--- config.mk ---
export PLATFORM = sky130hd
export DESIGN_NAME = mac_sched
export DESIGN_NICKNAME = d
export VERILOG_FILES = /design/src/rtl/mac_sched.sv
export SDC_FILE = /design/constraint.sdc
export NUM_CORES = 1
export LEC_CHECK = 0
export ABC_CLOCK_PERIOD_IN_PS = 1800
export CAP_MARGIN = 20
export CORE_AREA = 4 4 310 312
export DETAILED_ROUTE_END_ITERATION = 12
export DIE_AREA = 0 0 314 316
export GPL_TIMING_DRIVEN = 0
export PLACE_DENSITY = 0.4
export SETUP_SLACK_MARGIN = 0.3
export SYNTH_ARGS = -nofsm -noshare
export SYNTH_HDL_FRONTEND = slang
export SYNTH_SLANG_ARGS = --single-unit
--- constraint.sdc ---
create_clock -name i_clk -period 1.8 [get_ports i_clk]
set_clock_uncertainty 0.1 [all_clocks]
set_input_delay 0.36 -clock i_clk [delete_from_list [all_inputs] [get_ports i_clk]]
set_output_delay 0.36 -clock i_clk [all_outputs]
set_load 0.005 [all_outputs]
--- src/rtl/mac_sched.sv ---
// mac_sched: round-robin scheduler sharing one byte-lane MAC between two requesters
module mac_sched #(
    parameter int N     = 127,
    parameter int LANES = (N + 1) / 8,
    parameter int CW    = 4
) (
    input  logic          i_clk,
    input  logic          i_rst_n,
    input  logic [1:0]    i_req,
    input  logic [N:0]    i_a0,
    input  logic [N:0]    i_b0,
    input  logic [N:0]    i_a1,
    input  logic [N:0]    i_b1,
    output logic [1:0]    o_ack,
    output logic [7:0]    o_res_out,
    output logic          o_busy,
    output logic          o_gnt_id,
    output logic [N:0]    o_mac_a,
    output logic [N:0]    o_mac_b,
    output logic [CW-1:0] o_mac_cnt,
    output logic          o_mac_clr,
    output logic          o_mac_en,
    input  logic [7:0]    i_mac_res
);
    typedef enum logic [2:0] {S_IDLE, S_CLR, S_RUN, S_WAIT, S_DONE} state_t;

    state_t        r_state;
    logic          r_gnt;
    logic          r_last;
    logic          r_busy;
    logic          r_clr;
    logic          r_en;
    logic [CW-1:0] r_cnt;
    logic [7:0]    r_res;
    logic [N:0]    r_mac_a;
    logic [N:0]    r_mac_b;
    logic          w_gnt;

    // a lone request wins outright; a tie goes to the side that did not win last time
    assign w_gnt = (i_req == 2'b11) ? ~r_last : i_req[1];

    // operation sequencer: grant/latch, clear, step lanes, capture result, hold until released
    always_ff @(posedge i_clk or negedge i_rst_n) begin
        if (!i_rst_n) begin
            r_state <= S_IDLE;
            r_gnt   <= 1'b0;
            r_last  <= 1'b1;
            r_busy  <= 1'b0;
            r_clr   <= 1'b0;
            r_en    <= 1'b0;
            r_cnt   <= '0;
            r_res   <= '0;
            r_mac_a <= '0;
            r_mac_b <= '0;
        end else begin
            case (r_state)
                S_IDLE: if (|i_req) begin
                    r_state <= S_CLR;
                    r_busy  <= 1'b1;
                    r_clr   <= 1'b1;
                    r_gnt   <= w_gnt;
                    r_last  <= w_gnt;
                    r_cnt   <= '0;
                    r_mac_a <= w_gnt ? i_a1 : i_a0;
                    r_mac_b <= w_gnt ? i_b1 : i_b0;
                end
                S_CLR: begin
                    r_state <= S_RUN;
                    r_clr   <= 1'b0;
                    r_en    <= 1'b1;
                end
                S_RUN: if (r_cnt == CW'(LANES - 1)) begin
                    r_state <= S_WAIT;
                    r_en    <= 1'b0;
                    r_cnt   <= '0;
                end else begin
                    r_cnt   <= r_cnt + 1'b1;
                end
                S_WAIT: begin
                    r_state <= S_DONE;
                    r_res   <= i_mac_res;
                end
                S_DONE: if (!i_req[r_gnt]) begin
                    r_state <= S_IDLE;
                    r_busy  <= 1'b0;
                end
                default: r_state <= S_IDLE;
            endcase
        end
    end

    // ack follows the winner's request while in DONE so it drops together with req
    always_comb begin
        o_ack = (r_state == S_DONE && i_req[r_gnt]) ? (r_gnt ? 2'b10 : 2'b01) : 2'b00;
    end

    assign o_res_out = r_res;
    assign o_busy    = r_busy;
    assign o_gnt_id  = r_gnt;
    assign o_mac_a   = r_mac_a;
    assign o_mac_b   = r_mac_b;
    assign o_mac_cnt = r_cnt;
    assign o_mac_clr = r_clr;
    assign o_mac_en  = r_en;
endmodule

======== Word level (Yosys, flattened, before mapping) ========
Index checks and enable logic that the tools add are counted.
operators by class
  mux-type cells .......................... 20
  bitwise gates (word level) .............. 1
  div/mod/pow operators ................... 0
  multipliers ............................. 0
  eq/ne operators ......................... 9
  $add $sub $neg .......................... 1
  magnitude comparators ................... 1
  reductions and logical operators ........ 13
  shifts and indexed selects .............. 0
operator list
  kind                   count
  $mux W128              2
  $pmux W3 S5            1
  $mux W3                3
  $mux W4                2
  $pmux W4 S2            1
  $reduce_and A2 Y1      4
  $reduce_bool A2 Y1     4
  $eq A3 B2 Y1 const B   2
  $mux W1                6
  $ne A2 B2 Y1 const B   3
  $pmux W1 S2            3
  $reduce_and A3 Y1      2
  $add A4 B1 Y4 const B  1
  $eq A4 B4 Y1 const B   1
  $mux W2                2
  $eq A3 B1 Y1 const B   1
  $eq A3 B3 Y1 const B   1
  $logic_not A3 Y1       1
  $eq A2 B2 Y1 const B   1
  $lt A1 B2 Y1 const B   1
  $reduce_or A2 Y1       1
  $logic_and A1 B1 Y1    1
  $not A1 Y1             1
word-level totals
  word-level logic and storage cells ...... 55
  memories kept ........................... 0
  output and inout port bits .............. 274
  memory bits (read-only) ................. 0
  input bits .............................. 524
  flip-flop bits (word level) ............. 276
  bits in latches ......................... 0
  memory bits (writable) .................. 0

======== Longest topological paths before layout ========
  depth after elaboration ................. 4
  mapped depth ............................ 7
  mapped depth without buffers ............ 4

======== Least setup slack after synthesis ========
No wires, ideal clock.
  path kind ............................... register -> register
  start point ............................. reg r_state[0]
  end point ............................... reg r_mac_a[0] (netlist: o_mac_a[0])
  clock period less this slack ............ 1.803 ns
  stages on the path, launching flop included .. 8
  setup slack ............................. -0.003 ns
  buffers on the path ..................... 4
  arrival time ............................ 1.578 ns
  setup time .............................. 0.125 ns
  data required time ...................... 1.575 ns
  cells stage by stage .................... dfrtp_1 buf_6 nor3_4 and2_4 buf_6 buf_12 buf_12 mux2_4
on the way
  word-level cells in the longest chain between the ends .. 2
RTL lines
  item                                RTL line  RTL
  start, declared                     27        state_t r_state;
  start signal, assigned              45        r_state <= S_IDLE;
  start signal, assigned              58        r_state <= S_CLR;
  start signal, assigned              68        r_state <= S_RUN;
  $logic_not A3 Y1                    56        case (r_state)
  $reduce_and A2 Y1 (no source line)  --
  end signal, assigned                64        r_mac_a <= w_gnt ? i_a1 : i_a0;
  end, declared                       35        logic [N:0] r_mac_a;
No other way between the ends.
A chain may end at the register's enable or synchronous reset.

======== Worst setup path after layout ========
  start point ............................. reg r_state[0]
  end point ............................... out o_ack[0]
on the way
  word-level cells in the longest chain between the ends .. 3
RTL lines
  item                 RTL line  RTL
  $eq A3 B3 Y1         94        o_ack = (r_state == S_DONE && i_req[r_gnt]) ? (r_gnt ? 2'b10 : 2'b01) : 2'b00;
  $logic_and A1 B1 Y1  94
  $mux W2              94
  end, declared        14        output logic [1:0] o_ack,
No other way between the ends.

==> impl_metrics.toml <==
[logic_synthesis]
post_synth.cell_area_avg_um2 = 16.1
synth_xor_area_share_pct = 0.0600
yosysWarnings = 0
mappedNetlistNets = 1429
synth_area_leaders = "dfrtp_1, mux2_2, mux2_4, buf_12, buf_4"
synth-adder-area-share_pct = 0.0858
ys_types = 37
yosysMostFrequentCell = "mux2_2"
synth_top_family_by_area = "multiplexers"
synth_largest_area_cell = "dfrtp_1"
syn_inst = 904
ys_seq_area_share_pct = 47.4
synthSimpleGateAreaFrac_pct = 0.892
synth_edf_count = 0
synthMuxAreaShare_pct = 45.3
syn_area_um2 = 14600
synth_common_cells = "mux2_2, dfrtp_1, mux2_4"
netlist.area_leader.share_pct = 47.2
async_flop_share_pct = 100
ys.flop_type = "dfrtp_1"
synth_seq_cells = 276
synth_compound_area_share_pct = 1.06

[run_status]
status = "complete, but fails checks"
violations = "hold timing, setup timing"

[setup_path]
arrival_ns = 1.75
end_kind = "output pin"
worstPathRequired_ns = 1.34
start_kind = "flop"
crit_type = "flop to output pin"
reg2reg_from = "r_state[0]"
startpoint = "r_state[0]"
cp_max_fo = 3

[sta]
fin_setup_tns_ns = -78.21
drv_slew = 0
rsz0062_at_grt = "yes"
min_period_ns = 2.21
min_period_over_period_pct = 123
finalHoldViolations = 79
setup_viol_count_final = 260
hold_slack_ns = -0.258
relSlewSlack_pct = 51.9
worst_slack_ns = -0.414
clock.fmax_mhz = 452
worst_slew_pin_slew_ns = 0.722

[floorplan]
dieArea_um2 = 99200
fp.dieW_um = 314
design.core.area_um2 = 93000
io_pins = 798
initial_utilization_pct = 15.7
fp-row-count = 112
die_height_um = 316

[cts]
cts_root_buffer = "clkbuf_16"
clock-sinks = 276
clk_latency_ns = 0.53
ctsHtreeMaxLevel = 2
numCtsBuffers = 38
clock_path_buffers = 3
clk_pin_slew_ns = 0.05
cts_tree = "built"

[placed_design]
place.detailed.hpwl_mm = 54.4
routabilityCongestion = 0.850
port_buffers = 797

[power_and_ir_drop]
p_per_area_nw_per_um2 = 1680
ir_worst_vdd_mv = 0.736
p_int_w = 0.0344
share_comb_of_total_power_pct = 61.5
total_power_w = 0.0496
swShare_pct = 30.8
power_frac_clock_pct = 15.4
p_switching_w = 0.0153
power_frac_seq_pct = 23.1
p_leak_nw = 13.1

[layout]
drive_above_1_share_pct = 59.8
area_growth_pct = 103
fill_cells = 9456
nets = 2569

[detailed_routing]
drc = 0
wire_per_inst_um = 23.2
ant_nets = 0
dr.pass1.iters = 4
drt-total-wl_mm = 77.3
num_vias = 12200
drt_iter0_markers = 354
vias_per_cell = 3.65

[global_route]
grt_pass1_wl_mm = 104
grt_max_degree = 102
grt_pass1_vias = 13400
grt_usage_pct = 14.7
grt-ovfl-total = 0
antenna_found_initial = 8

[hold_path]
hold_class = "primary input to asynchronous set/reset pin"

[run]
maxCapViolations = 0
routing by layer:
metal	track usage [%]	vias up	share of wire, %
met4	4.56	2	2.8
met3	3.62	96	5.9
met1	17.0	6042	39
met5	0	-	0.017
li1	-	5606	-
met2	26.6	408	52
placed cells by master, fill, tap and decap left out, drive strengths merged, types with 2 or more instances in the layout:
cell | Yosys | routed
bufbuf | 0 | 3
a21oi | 4 | 4
diode | 0 | 5
inv | 4 | 4
clkdlybuf4s50 | 0 | 520
a21o | 3 | 3
clkinv | 0 | 4
o22a | 3 | 3
buf | 56 | 627
or3b | 2 | 2
o21ai | 2 | 2
nand2 | 4 | 4
nand3 | 2 | 2
dfrtp | 275 | 275
a21boi | 2 | 2
nor3b | 3 | 3
mux2 | 520 | 520
nor2 | 4 | 4
nor3 | 2 | 2
clkbuf | 4 | 69
dlygate4sd2 | 0 | 2
per-stage QoR:
step	cell area (um^2)	hold slack (ns)	std cells	worst slack, ns	util, %
finish	29600	-0.258	3328	-0.414	31.8
global route	29600	-0.239	3327	-0.533	31.8
CTS	28500	-0.287	3235	-0.504	30.7
detailed placement	24200	0.343	2957	-1.33	26.0
global placement	24200	0.390	2955	-13.40	26.0
floorplan	14600	-0.0356	904	-0.00324	-
power by group through the flow:
stage	logic (W)	registers, W	clock network [W]
global placement	0.0225	0.0114	0
floorplan	0.0109	0.0115	0
detailed placement	0.0225	0.0114	0
global route	0.0321	0.0118	0.00827
finish	0.0305	0.0115	0.00764
CTS	0.0287	0.0114	0.00804
cell type report:
cell class / count / area, um^2 / share of cell area, %
Sequential cell: 276 / 6910 / 23.3
Clock inverter: 4 / 20.0 / 0.0676
Tap cell: 1254 / 1570 / 5.30
Multi-Input combinational cell: 564 / 7300 / 24.6
Clock buffer: 61 / 1230 / 4.16
Inverter: 4 / 15.0 / 0.0507
Buffer: 60 / 1220 / 4.11
Timing Repair Buffer: 1100 / 11300 / 38.3
Antenna cell: 5 / 12.5 / 0.0422
registers in the layout, indices dropped and copies added, names as in the netlist, 3 cells and up:
name and cells:
o_mac_b 128, o_mac_cnt 4, o_res_out 8, o_mac_a 128
r_state 3
kinds of logic (layout without fill, tap and decap cells):
group | after synthesis | after routing
muxes | 520 | 520
DFF | 276 | 276
buffers and inverters | 64 | 1229
AOI/OAI and AO/OA | 21 | 21
and+or+nand+nor | 21 | 21
adders and majority gates | 1 | 1
xor gates and xnor gates | 1 | 1
other | 0 | 5
worst max-delay path, cell delays in order (launching register included):
cell and delay (ns):
dfrtp_1 0.37, buf_6 0.12, or3b_4 0.42, nor3b_2 0.17, buf_2 0.14
timing repair:
item,4_1_cts,5_1_grt
cloned,58,2
endpoints found under the setup margin,545,547
pin swaps,10,6
setup buffers,155,86
gates resized for setup,1452,82
endpoints found under the hold margin,79,79
worst paths after layout:
check                          endpoint  slack [ns]  cells after the start
setup / recovery               o_ack[0]       -0.41                      4
hold / removal               o_mac_b[6]       -0.26                      1
setup reg to reg            o_mac_b[55]       -0.38                     11
hold reg to reg            o_mac_a[108]        0.40                      1
max in group asynchronous   o_mac_a[48]        0.74                      2
min in group i_clk               r_last        0.23                      3
Power figures use the tool's default switching activity.
